--- src/rtl/rv32i_gcd_sequencer.sv ---
// rv32i_gcd_sequencer: runs one GCD job at a time on the single-cycle RV32I
// core. The core is held in reset between jobs, released for a single start
// pulse, and declared done once its result register holds a nonzero value
// for STABLE_CYCLES consecutive RUN cycles (or timed out after MAX_CYCLES).
module rv32i_gcd_sequencer #(
  parameter int unsigned RST_CYCLES    = 2,
  parameter int unsigned STABLE_CYCLES = 4,
  parameter int unsigned MAX_CYCLES    = 4096
) (
  input  logic        clk,
  input  logic        rst_n,
  input  logic        req_valid,
  output logic        req_ready,
  input  logic [31:0] req_a,
  input  logic [31:0] req_b,
  output logic        rsp_valid,
  input  logic        rsp_ready,
  output logic [31:0] rsp_result,
  output logic        rsp_timeout,
  output logic        busy,
  output logic [31:0] run_cycles,
  output logic        cpu_rst_n,
  output logic        cpu_calc_start,
  output logic [31:0] cpu_gcd_a,
  output logic [31:0] cpu_gcd_b,
  input  logic [31:0] cpu_gcd_result
);

  typedef enum logic [2:0] {
    S_IDLE    = 3'd0,
    S_CPU_RST = 3'd1,
    S_START   = 3'd2,
    S_RUN     = 3'd3,
    S_RESP    = 3'd4
  } state_e;

  localparam logic [31:0] RST_LAST   = 32'(RST_CYCLES - 1);
  localparam logic [31:0] STABLE_MAX = 32'(STABLE_CYCLES);
  localparam logic [31:0] RUN_MAX    = 32'(MAX_CYCLES);

  state_e      state_q, state_d;
  logic [31:0] rst_cnt_q, rst_cnt_d;
  logic [31:0] run_cnt_q, run_cnt_d;
  logic [31:0] stable_q, stable_d;
  logic [31:0] prev_q, prev_d;
  logic        rsp_valid_q, rsp_valid_d;
  logic [31:0] rsp_result_q, rsp_result_d;
  logic        rsp_timeout_q, rsp_timeout_d;
  logic [31:0] run_cycles_q, run_cycles_d;
  logic        cpu_rst_n_q, cpu_rst_n_d;
  logic        cpu_start_q, cpu_start_d;
  logic [31:0] gcd_a_q, gcd_a_d;
  logic [31:0] gcd_b_q, gcd_b_d;

  // Run counter saturates so a stuck core can never wrap the reported count.
  logic [31:0] run_inc_s;
  logic [31:0] stable_nxt_s;
  assign run_inc_s    = (run_cnt_q == 32'hFFFF_FFFF) ? run_cnt_q : run_cnt_q + 32'd1;
  // A zero result breaks the streak; a new nonzero value restarts it at 1.
  assign stable_nxt_s = (cpu_gcd_result == 32'd0) ? 32'd0 :
                        (cpu_gcd_result == prev_q) ? stable_q + 32'd1 : 32'd1;

  // Next-state and next-output decode for the job sequencer.
  always_comb begin
    state_d       = state_q;
    rst_cnt_d     = rst_cnt_q;
    run_cnt_d     = run_cnt_q;
    stable_d      = stable_q;
    prev_d        = 32'd0;
    rsp_result_d  = rsp_result_q;
    rsp_timeout_d = rsp_timeout_q;
    run_cycles_d  = run_cycles_q;
    gcd_a_d       = gcd_a_q;
    gcd_b_d       = gcd_b_q;
    case (state_q)
      S_IDLE: begin
        rst_cnt_d = 32'd0;
        run_cnt_d = 32'd0;
        stable_d  = 32'd0;
        if (req_valid) begin
          gcd_a_d = req_a;
          gcd_b_d = req_b;
          if ((req_a == 32'd0) || (req_b == 32'd0)) begin
            // gcd(x,0)=x and gcd(0,0)=0, so the core is never released.
            rsp_result_d  = req_a | req_b;
            rsp_timeout_d = 1'b0;
            run_cycles_d  = 32'd0;
            state_d       = S_RESP;
          end else begin
            state_d = S_CPU_RST;
          end
        end else begin
          state_d = S_IDLE;
        end
      end
      S_CPU_RST: begin
        if (rst_cnt_q == RST_LAST) begin
          state_d = S_START;
        end else begin
          rst_cnt_d = rst_cnt_q + 32'd1;
        end
      end
      S_START: begin
        run_cnt_d = 32'd0;
        stable_d  = 32'd0;
        state_d   = S_RUN;
      end
      S_RUN: begin
        prev_d    = cpu_gcd_result;
        run_cnt_d = run_inc_s;
        stable_d  = stable_nxt_s;
        // Completion is tested first so it wins over a same-cycle timeout.
        if (stable_nxt_s == STABLE_MAX) begin
          rsp_result_d  = cpu_gcd_result;
          rsp_timeout_d = 1'b0;
          run_cycles_d  = run_inc_s;
          state_d       = S_RESP;
        end else if (run_inc_s == RUN_MAX) begin
          rsp_result_d  = 32'd0;
          rsp_timeout_d = 1'b1;
          run_cycles_d  = run_inc_s;
          state_d       = S_RESP;
        end else begin
          state_d = S_RUN;
        end
      end
      S_RESP: begin
        if (rsp_ready) begin
          state_d = S_IDLE;
        end else begin
          state_d = S_RESP;
        end
      end
      default: begin
        state_d = S_IDLE;
      end
    endcase
    // Registered outputs are decoded from the state being entered.
    rsp_valid_d = (state_d == S_RESP);
    cpu_rst_n_d = (state_d == S_START) || (state_d == S_RUN);
    cpu_start_d = (state_d == S_START);
  end

  // State and output registers with synchronous active-low reset.
  always_ff @(posedge clk) begin
    if (!rst_n) begin
      state_q       <= S_IDLE;
      rst_cnt_q     <= 32'd0;
      run_cnt_q     <= 32'd0;
      stable_q      <= 32'd0;
      prev_q        <= 32'd0;
      rsp_valid_q   <= 1'b0;
      rsp_result_q  <= 32'd0;
      rsp_timeout_q <= 1'b0;
      run_cycles_q  <= 32'd0;
      cpu_rst_n_q   <= 1'b0;
      cpu_start_q   <= 1'b0;
      gcd_a_q       <= 32'd0;
      gcd_b_q       <= 32'd0;
    end else begin
      state_q       <= state_d;
      rst_cnt_q     <= rst_cnt_d;
      run_cnt_q     <= run_cnt_d;
      stable_q      <= stable_d;
      prev_q        <= prev_d;
      rsp_valid_q   <= rsp_valid_d;
      rsp_result_q  <= rsp_result_d;
      rsp_timeout_q <= rsp_timeout_d;
      run_cycles_q  <= run_cycles_d;
      cpu_rst_n_q   <= cpu_rst_n_d;
      cpu_start_q   <= cpu_start_d;
      gcd_a_q       <= gcd_a_d;
      gcd_b_q       <= gcd_b_d;
    end
  end

  assign req_ready      = (state_q == S_IDLE);
  assign busy           = (state_q != S_IDLE);
  assign rsp_valid      = rsp_valid_q;
  assign rsp_result     = rsp_result_q;
  assign rsp_timeout    = rsp_timeout_q;
  assign run_cycles     = run_cycles_q;
  assign cpu_rst_n      = cpu_rst_n_q;
  assign cpu_calc_start = cpu_start_q;
  assign cpu_gcd_a      = gcd_a_q;
  assign cpu_gcd_b      = gcd_b_q;

endmodule

--- config.mk ---
export PLATFORM = sky130hd
export DESIGN_NAME = rv32i_gcd_sequencer
export DESIGN_NICKNAME = d
export VERILOG_FILES = /design/src/rtl/rv32i_gcd_sequencer.sv
export SDC_FILE = /design/constraint.sdc
export NUM_CORES = 1
export LEC_CHECK = 0
export BUFFER_PORTS_ARGS = -buffer_cell sky130_fd_sc_hd__buf_4
export CAP_MARGIN = 20
export CORE_AREA = 5 5 143 179
export CTS_CLUSTER_SIZE = 28
export DETAILED_ROUTE_END_ITERATION = 8
export DIE_AREA = 0 0 148 184
export PLACE_DENSITY = 0.78
export SYNTH_ARGS = -nofsm -noshare
export SYNTH_HDL_FRONTEND = slang
export SYNTH_SLANG_ARGS = --single-unit
--- constraint.sdc ---
create_clock -name clk -period 5 [get_ports clk]
set_input_delay 0.5 -clock clk [delete_from_list [all_inputs] [get_ports clk]]
set_output_delay 0.5 -clock clk [all_outputs]
set_load 0.01 [all_outputs]
==> results of run 1 <==
[area by class of cell]
type                       instances  area share, %
multi-input combinational       1260          45.36
sequential                       263          33.76
timing repair buffer             253          12.28
clock buffer                      33          4.733
tap                              292          2.343
clock inverter                    16          1.075
inverter                          18         0.4493
[per-layer routing]
metal	vias up	track usage, %
met5	-	0
met4	0	10.54
met3	87	3.058
met2	522	49.00
met1	6130	34.87
li1	6237	-
[cells by family (layout without fill, tap and decap cells)]
| family | count (synthesis) | count (layout) | share of synthesized area (%) |
|---|---|---|---|
| buffers and inverters | 137 | 320 | 4.361 |
| adder cells (fa/ha/maj) | 4 | 4 | 0.3894 |
| flip-flops | 263 | 263 | 40.96 |
| multiplexers | 27 | 27 | 2.112 |
| AND/OR/NAND/NOR | 754 | 754 | 28.57 |
| XOR/XNOR | 98 | 98 | 6.678 |
| AO/OA/AOI/OAI | 377 | 377 | 16.93 |
[synthesized netlist by cell type (18+ instances only)]
library cell / instances
a21oi_1: 193
dfxtp_1: 263
inv_1: 18
nor2_1: 105
xnor2_1: 22
nand2_1: 306
a22oi_1: 21
nand3_1: 85
nor3_1: 28
nand4_1: 40
o21ai_0: 89
xor2_1: 76
mux2i_1: 26
nor4_1: 58
clkbuf_1: 101
and3_1: 57
[worst min-delay path: cells and delay by family]
kind	cells	cell delay, ps
compound gates	1	50
simple gates	1	50
buf+inv	1	120
[how the worst max path moves through the flow]
stage	startpoint	endpoint	slack, ps
2_1_floorplan	run_cnt_q[0]$_SDFFE_PN0P_	rsp_result[23]$_SDFFE_PN0P_	1700
3_3_place_gp	run_cnt_q[19]$_SDFFE_PN0P_	run_cycles[16]$_SDFFE_PN0P_	950
3_5_place_dp	run_cnt_q[21]$_SDFFE_PN0P_	run_cycles[23]$_SDFFE_PN0P_	820
4_1_cts	run_cnt_q[19]$_SDFFE_PN0P_	run_cycles[27]$_SDFFE_PN0P_	780
5_1_grt	run_cnt_q[19]$_SDFFE_PN0P_	run_cycles[20]$_SDFFE_PN0P_	430
6_report	run_cnt_q[19]$_SDFFE_PN0P_	run_cycles[27]$_SDFFE_PN0P_	730
[flip-flops by register name, summed over array words and instances, names as in the netlist]
| name | cells |
|---|---|
| rsp_valid | 1 |
| rsp_result | 32 |
| run_cycles | 32 |
| rst_cnt_q | 32 |
| cpu_rst_n | 1 |
| rsp_timeout | 1 |
| stable_q | 32 |
| cpu_gcd_b | 32 |
| prev_q | 32 |
| run_cnt_q | 32 |
| state_q | 3 |
| cpu_gcd_a | 32 |
| cpu_calc_start | 1 |
[stage by stage]
stage	hold WS [ps]	area (µm²)	setup slack [ps]	util (%)
2_1_floorplan	461.1	12850	1697	-
5_1_grt	226.8	15600	432.2	66.17
6_report	230.5	15600	734.7	66.17
4_1_cts	213.6	15580	781.6	66.09
3_5_place_dp	447.4	14670	824.7	62.24
3_3_place_gp	442.8	14660	945.6	62.20
[power by group]
part           total [µW]  switching, µW  internal [µW]  leakage, µW
Sequential           2160           23.0           2140      0.00213
Combinational         369            222            147      0.00370
Clock                2050            845           1210     0.000450
Total                4580           1090           3490      0.00627
==> flow_summary.yaml, run 1 <==
sta:
  skew_ps: 7.695
  finalSetupViolations: 0
  tightest_slew_ps: 1035
  finalHoldViolations: 0
  fin_crit_sh_pct: 85.31
  report.final.slew_viol_count: 0
  fin_tns_setup_ps: 0
  timing.fmax_ghz: 0.2345
  slew_headroom_pct: 31.02
  rsz0062_at_grt: "no"
  layout_min_cycle_time_ps: 4265
critical_path:
  crit_cells: 10
  crit_top_cell: "nor2_1"
  r2r_slack_ps: 730
  crit_family: "simple AND/OR/NAND/NOR gates"
  slowest_stage: "a211oi_4"
  startpoint_type: "flop"
  critical_path_required_ps: 5450
  rr_worst_depth: 10
  rr_endpoint: "run_cycles[27]$_SDFFE_PN0P_"
  critPathBufInv: 1
  cp_cell_sequence: "nand4_2, or4_1, nor2_1, o21ai_0, nand4bb_1, nor2_1, and4_1, a211oi_4, buf_4, mux2i_1"
  worstSetupPathType: "flop to flop"
  endpoint_kind: "flop"
  max_stage_delay_ps: 790
  timing.rr.start: "run_cnt_q[19]$_SDFFE_PN0P_"
  arrival_ps: 4720
  cp_max_fo: 16
synth:
  synthCells: 1660
  syn_avg_cell_area_um2: 7.743
  yosys_warnings: 0
  netlist_area_mm2: 0.01285
  synth_top_cell_by_area: "dfxtp_1"
  synth.area.top_cells: "dfxtp_1, nand2_1, a21oi_1, xor2_1, o21ai_0"
  synth-seq-cells: 263
  synthArstFlopShare_pct: 0
  ys_types: 63
  synth_ff_type: "dfxtp_1"
  yosysSeqAreaShare_pct: 40.96
  syn_nets: 1764
  yosysTopAreaCellShare_pct: 40.96
  synth-edff-count: 0
detailed_routing:
  wl_met2_mm: 19.72
  drtAntennaViolNets: 0
  wl_per_cell_um: 18.74
  drt-pass1-iter-count: 5
  vias: 12980
  drt_iter0_markers: 1075
  drc: 0
  highest_layer: "met4"
  wl_met1_mm: 16.09
  finalWirelength_mm: 40.01
  dr_wl_met3_mm: 2.738
  via_per_inst: 6.078
placement:
  gp_congestion: 0.9557
  dp_cells: 2085
  dp_hpwl_mm: 28.94
  port_buffers: 233
job:
  maxCapViolations: 0
cts:
  cts_tree: "done"
  clk_pin_slew_ps: 70
  cts_setup_buffers: 0
  clockBufferDepth: 3
  htreeDepth: 1
  cts_root_buf: "clkbuf_16"
  cts_made_buffers: 27
  clock-sinks: 263
  postCtsHoldBufs: 0
  postCtsResizedCells: 0
  clk_latency_ps: 530
floorplan:
  die_height_um: 184
  die_x_um: 148
  fp.coreArea_mm2: 0.02357
  fp.dieArea_mm2: 0.02723
  ios: 234
  std_cell_rows: 63
  start_util_pct: 54.54
final_layout:
  fill_cells: 2052
  drive_above_1_share_pct: 17.58
  fin_nets: 1927
  multiInputGateArea_mm2: 0.007074
  ff_latch_area_mm2: 0.005265
  layout_commonest_cell: "nand2_1"
  stdcell_count: 2135
  area_delta_synth_final_pct: 21.34
  antenna_cells: 0
  mostFrequentLayoutCells: "nand2_1, dfxtp_1, buf_4, a21oi_1, nor2_1"
hold_path:
  min_from: "req_b[10]"
  hold_end: "cpu_gcd_b[10]$_SDFFE_PN0P_"
  min_path_type: "input port to flop"
  min_path_cells: 3
power_and_ir_drop:
  power_leakage_uw: 0.006274
  power_uw: 4578
  powerDensity_mw_per_mm2: 293.5
  ir_drop_mv: 0.2841
global_route:
  grt_max_degree: 97
  grt_pass1_wl_mm: 63.07
  overflow: 0
  grt_pass1_vias: 12010
  grt_antenna_before_repair: 0
  grt.total_usage_pct: 27.75
run_status:
  status: "completed"
No activity file was read; power rests on OpenSTA's default activity.
==> run 2: changes to the inputs <==
--- a/config.mk
+++ b/config.mk
@@ -7,11 +7,10 @@
 export LEC_CHECK = 0
 export BUFFER_PORTS_ARGS = -buffer_cell sky130_fd_sc_hd__buf_4
 export CAP_MARGIN = 20
-export CORE_AREA = 5 5 143 179
+export CORE_AREA = 5 5 167 209
 export CTS_CLUSTER_SIZE = 28
 export DETAILED_ROUTE_END_ITERATION = 8
-export DIE_AREA = 0 0 148 184
-export PLACE_DENSITY = 0.78
+export DIE_AREA = 0 0 172 214
 export SYNTH_ARGS = -nofsm -noshare
 export SYNTH_HDL_FRONTEND = slang
 export SYNTH_SLANG_ARGS = --single-unit
==> run 2 against run 1 <==
  * Worst hold slack worse by 28 ps
  * Via count fell by 1.6%
  * Clock skew grew 7.3 ps
  * Cell count increased by 6.1%
  * Global-route usage shrank 6.3 points
  * Sequential power barely moved
  * Largest cell class unchanged
  * Worst setup slack got worse by 24 ps
  * Register-to-register slack got worse by 20 ps
  * Fmax down 0.56%
  * Sequential share of layout area down 0.55 points
  * Die area rose by 35%
  * Clock-buffer cell count up 8
==> flow_summary.yaml, run 2 (same netlist as run 1, synthesis figures left out) <==
run_status:
  status: "completed"
placement:
  port_buffers: 233
  dp_hpwl_mm: 30.13
  place_area_mm2: 0.01484
  gp_congestion: 0.9215
  place_ws_ps: 718.4
global_route:
  grt_antenna_before_repair: 0
  grt.total_usage_pct: 21.42
  overflow: 0
  grt_pass1_vias: 12020
  grt_pass1_wl_mm: 65.35
  grt_max_degree: 88
final_layout:
  antenna_cells: 0
  ff_latch_area_mm2: 0.005265
  fin_util_pct: 48.64
  fill_cells: 3257
  mostFrequentLayoutCells: "nand2_1, dfxtp_1, buf_4, a21oi_1, nor2_1"
  layout_commonest_cell: "nand2_1"
  fin_nets: 1929
  multiInputGateArea_mm2: 0.007074
  drive_above_1_share_pct: 17.65
  area_delta_synth_final_pct: 23.33
  design_area_mm2: 0.01585
cts:
  clock-sinks: 263
  clockBufferDepth: 3
  cts_setup_buffers: 0
  cts_root_buf: "clkbuf_16"
  postCtsResizedCells: 0
  postCtsHoldBufs: 0
  cts_made_buffers: 28
  cts_tree: "done"
  clk_pin_slew_ps: 60
  clk_latency_ps: 560
  htreeDepth: 1
hold_path:
  min_path_cells: 3
  min_path_type: "input port to flop"
  hold_end: "cpu_gcd_b[10]$_SDFFE_PN0P_"
  min_from: "req_b[10]"
critical_path:
  rr_endpoint: "run_cycles[17]$_SDFFE_PN0P_"
  timing.rr.start: "run_cnt_q[21]$_SDFFE_PN0P_"
  rr_worst_depth: 10
  startpoint_type: "flop"
  slowest_stage: "a211oi_4"
  worstSetupPathType: "flop to flop"
  arrival_ps: 4770
  crit_top_cell: "nor2_1"
  critPathBufInv: 1
  crit_family: "simple AND/OR/NAND/NOR gates"
  critical_path_required_ps: 5480
  cp_max_fo: 16
  r2r_slack_ps: 710
  max_stage_delay_ps: 830
  endpoint_kind: "flop"
  cp_cell_sequence: "nand4_2, or4_1, nor2_1, o21ai_0, nand4bb_1, nor2_1, and4_1, a211oi_4, buf_4, mux2i_1"
sta:
  slew_headroom_pct: 32.92
  layout_min_cycle_time_ps: 4289
  holdWs_ps: 202.2
  finalHoldViolations: 0
  fin_tns_setup_ps: 0
  rsz0062_at_grt: "no"
  finalSetupViolations: 0
  report.final.slew_viol_count: 0
  timing.fmax_ghz: 0.2331
  skew_ps: 14.97
  tightest_slew_ps: 1004
  finalWorstSetupSlack_ps: 710.6
  fin_crit_sh_pct: 85.79
detailed_routing:
  via_per_inst: 5.636
  drt_iter0_markers: 1087
  finalWirelength_mm: 41.82
  drt-pass1-iter-count: 5
  drtAntennaViolNets: 0
  drc: 0
  wl_per_cell_um: 18.46
  vias: 12770
floorplan:
  std_cell_rows: 74
  ios: 234
  die_height_um: 214
  fp.coreArea_mm2: 0.03259
  die_x_um: 172
  fp.dieArea_mm2: 0.03681
  start_util_pct: 39.44
power_and_ir_drop:
  powerDensity_mw_per_mm2: 299.4
  power_leakage_uw: 0.006312
  ir_drop_mv: 0.2401
job:
  maxCapViolations: 0
[run 2: changes by cell type in the layout (fill, tap and decap cells not counted)]
cell / delta
clkbuf_1: +2
and2_0: -1
clkbuf_16: +2
clkinvlp_4: +1
buf_4: +1
clkinv_4: -1
clkbuf_8: +4
and2_1: +1
clkinv_2: -4
buf_6: -1
inv_6: -1
buf_12: +1
[run 2: worst register-to-register path, delay by kind of cell (launching register included)]
family | cells | cell delay [ps]
buffers and inverters | 1 | 420
flip-flops | 1 | 440
AND/OR/NAND/NOR | 6 | 2020
AO/OA/AOI/OAI | 2 | 1110
multiplexers | 1 | 230
[run 2: layout make-up]
class,count,area share [%]
timing repair buffer,254,12.19
sequential,263,33.21
tap,418,3.299
clock buffer,41,5.367
clock inverter,11,0.8682
inverter,18,0.4420
multi-input combinational,1260,44.63
[run 2: report_power, final]
group	switching [µW]	internal (µW)	total, µW
clock	885	1330	2220
combinational	225	146	371
sequential	22.3	2140	2160
total	1130	3610	4750
[run 2: worst max path at each step]
stage | slack [ps] | startpoint | depth (start not counted) | endpoint
global route | 360 | run_cnt_q[17]$_SDFFE_PN0P_ | 10 | run_cycles[27]$_SDFFE_PN0P_
detailed placement | 720 | run_cnt_q[28]$_SDFFE_PN0P_ | 10 | run_cycles[17]$_SDFFE_PN0P_
floorplan | 1700 | run_cnt_q[0]$_SDFFE_PN0P_ | 12 | rsp_result[23]$_SDFFE_PN0P_
CTS | 700 | run_cnt_q[21]$_SDFFE_PN0P_ | 10 | run_cycles[17]$_SDFFE_PN0P_
finish | 710 | run_cnt_q[21]$_SDFFE_PN0P_ | 10 | run_cycles[17]$_SDFFE_PN0P_
global placement | 870 | run_cnt_q[17]$_SDFFE_PN0P_ | 10 | run_cycles[16]$_SDFFE_PN0P_
[run 2: routing by layer]
layer  vias up  routed length [µm]  global-route usage [%]
li1       6230                   -                       -
met1      6034               17530                   27.76
met2       437               20400                   37.21
met3        65                2772                   2.360
met4         0                1119                   6.370
met5         -                   0                       0
[run 2: stage by stage]
stage	total power [µW]	cells
global placement	2577	2212
finish	4746	2265
CTS	4803	2264
detailed placement	2580	2212
global route	4910	2265
floorplan	2364	1660
==> run 3: changes to the inputs <==
--- a/config.mk
+++ b/config.mk
@@ -7,10 +7,10 @@
 export LEC_CHECK = 0
 export BUFFER_PORTS_ARGS = -buffer_cell sky130_fd_sc_hd__buf_4
 export CAP_MARGIN = 20
-export CORE_AREA = 5 5 167 209
+export CORE_AREA = 5 5 213 164
 export CTS_CLUSTER_SIZE = 28
 export DETAILED_ROUTE_END_ITERATION = 8
-export DIE_AREA = 0 0 172 214
+export DIE_AREA = 0 0 218 169
 export SYNTH_ARGS = -nofsm -noshare
 export SYNTH_HDL_FRONTEND = slang
 export SYNTH_SLANG_ARGS = --single-unit
==> run 3 against run 2 <==
  * Clock-buffer cell count is 3 lower
  * Non-clock buffer count is 2 lower
  * Critical path depth stayed put
  * Design area is 0.38% higher
  * Via count is 0.27% higher
  * Cell count is 1.4% higher
  * Combinational power is 2% higher
  * Routed wire length is 2.4% higher
  * Clock power is 5% higher
  * Worst setup slack better by 110 ps
  * Die area hardly changed
  * Sequential power hardly changed
==> flow_summary.yaml, run 3 (same netlist as run 1, synthesis figures left out) <==
critical_path:
  startpoint_type: "flop"
  critical_path_required_ps: 5410
  arrival_ps: 4590
  crit_family: "simple AND/OR/NAND/NOR gates"
  cp_cell_sequence: "ha_1, nand3_1, or3_1, or3_1, a2111oi_0, o211a_1, and4_1, buf_4, or3_1, o32ai_2"
  crit_top_cell: "or3_1"
  cp_max_fo: 35
  worstSetupPathType: "flop to flop"
  slowest_stage: "a2111oi_0"
  endpoint_kind: "flop"
  rr_worst_depth: 10
  crit_cells: 10
  max_stage_delay_ps: 830
  critPathBufInv: 1
final_layout:
  area_delta_synth_final_pct: 23.80
  antenna_cells: 0
  layout_commonest_cell: "nand2_1"
  fin_nets: 1928
  mostFrequentLayoutCells: "nand2_1, dfxtp_1, buf_4, a21oi_1, nor2_1"
  stdcell_count: 2297
  drive_above_1_share_pct: 17.70
  fill_cells: 3254
cts:
  cts_made_buffers: 29
  cts_tree: "done"
  htreeDepth: 1
  cts_root_buf: "clkbuf_16"
  clk_latency_ps: 560
  clock-sinks: 263
  cts_setup_buffers: 0
  postCtsHoldBufs: 0
  clockBufferDepth: 3
  clk_pin_slew_ps: 60
  postCtsResizedCells: 0
sta:
  finalHoldViolations: 0
  layout_min_cycle_time_ps: 4180
  tightest_slew_ps: 980.3
  slew_headroom_pct: 34.64
  rsz0062_at_grt: "no"
  finalSetupViolations: 0
  fin_crit_sh_pct: 83.60
  holdWs_ps: 197.2
  report.final.slew_viol_count: 0
  fin_tns_setup_ps: 0
  skew_ps: 17.62
  timing.fmax_ghz: 0.2392
detailed_routing:
  finalWirelength_mm: 42.82
  vias: 12800
  wl_per_cell_um: 18.64
  drtAntennaViolNets: 0
  drt-pass1-iter-count: 5
  drc: 0
  via_per_inst: 5.573
  drt_iter0_markers: 1203
floorplan:
  die_height_um: 169
  start_util_pct: 39.19
  die_x_um: 218
  std_cell_rows: 58
  ios: 234
  fp.coreArea_mm2: 0.03280
  fp.dieArea_mm2: 0.03684
hold_path:
  min_path_type: "input port to flop"
  min_path_cells: 3
global_route:
  grt_pass1_vias: 11960
  grt.total_usage_pct: 22.00
  grt_pass1_wl_mm: 66.75
  grt_antenna_before_repair: 0
  grt_max_degree: 94
  overflow: 0
power_and_ir_drop:
  ir_drop_mv: 0.2457
  power_frac_comb_pct: 7.8
  p_clk_share_pct: 47.8
  power.internal_uw: 3695
  powerDensity_mw_per_mm2: 305.7
  p_sw_share_pct: 24.04
  p_switching_uw: 1170
  seqPwrFrac_pct: 44.4
  power_uw: 4865
  power_leakage_uw: 0.006329
run_status:
  status: "completed"
placement:
  dp_cells: 2241
  dp_hpwl_mm: 30.79
  port_buffers: 233
  gp_congestion: 0.9287
job:
  maxCapViolations: 0
-- run 3: cell count changes in the layout (fill, tap and decap cells not counted), moves of 2 or more --
cell,delta
inv_6,+2
buf_4,-2
clkinvlp_4,-2
clkbuf_8,-2
clkinv_2,+2
bufinv_16,+2
-- run 3: worst paths after layout --
kind | start | to | slack [ps]
min | req_a[25] | cpu_gcd_a[25]$_SDFFE_PN0P_ | 200
max reg2reg | stable_q[1]$_SDFFE_PN0P_ | run_cycles[25]$_SDFFE_PN0P_ | 820
max | stable_q[1]$_SDFFE_PN0P_ | run_cycles[25]$_SDFFE_PN0P_ | 820
min reg2reg | cpu_gcd_a[23]$_SDFFE_PN0P_ | cpu_gcd_a[23]$_SDFFE_PN0P_ | 450
-- run 3: power groups by stage --
stage / Sequential, µW / Clock (µW) / Combinational, µW
after floorplan: 2220 / 0 / 144
after global placement: 2200 / 0 / 374
after detailed placement: 2200 / 0 / 376
after CTS: 2160 / 2370 / 378
after global routing: 2160 / 2460 / 410
final: 2160 / 2330 / 378
-- run 3: worst reg2reg max path, stage by stage (launching register included) --
cell       delay (ps)
dfxtp_1           440
ha_1              270
nand3_1           290
or3_1             510
or3_1             430
a2111oi_0         830
o211a_1           220
and4_1            230
buf_4             380
or3_1             320
o32ai_2           110
-- run 3: stage by stage --
step	util, %	worst slack [ps]	instance area (µm²)
final	48.51	819.9	15910
after global routing	48.51	526.9	15910
after CTS	48.44	852.0	15890
after detailed placement	45.27	881.1	14850
after global placement	45.27	1001	14850
after floorplan	-	1697	12850
-- run 3: per-layer routing --
| metal | share of wire, % | global-route usage [%] | vias to the layer above |
|---|---|---|---|
| met5 | 0 | 0 | - |
| met4 | 2.4 | 5.513 | 0 |
| met3 | 7.6 | 4.917 | 70 |
| met2 | 44 | 33.62 | 440 |
| met1 | 46 | 31.60 | 6058 |
| li1 | - | - | 6233 |
-- run 3: cell type report --
type | instances | area (µm²) | share of cell area (%)
clock inverter | 16 | 219.0 | 1.376
tap | 450 | 563.0 | 3.538
sequential | 263 | 5265 | 33.09
multi-input combinational | 1260 | 7074 | 44.46
clock buffer | 38 | 819.5 | 5.150
inverter | 18 | 70.07 | 0.4403
timing repair buffer | 252 | 1902 | 11.95
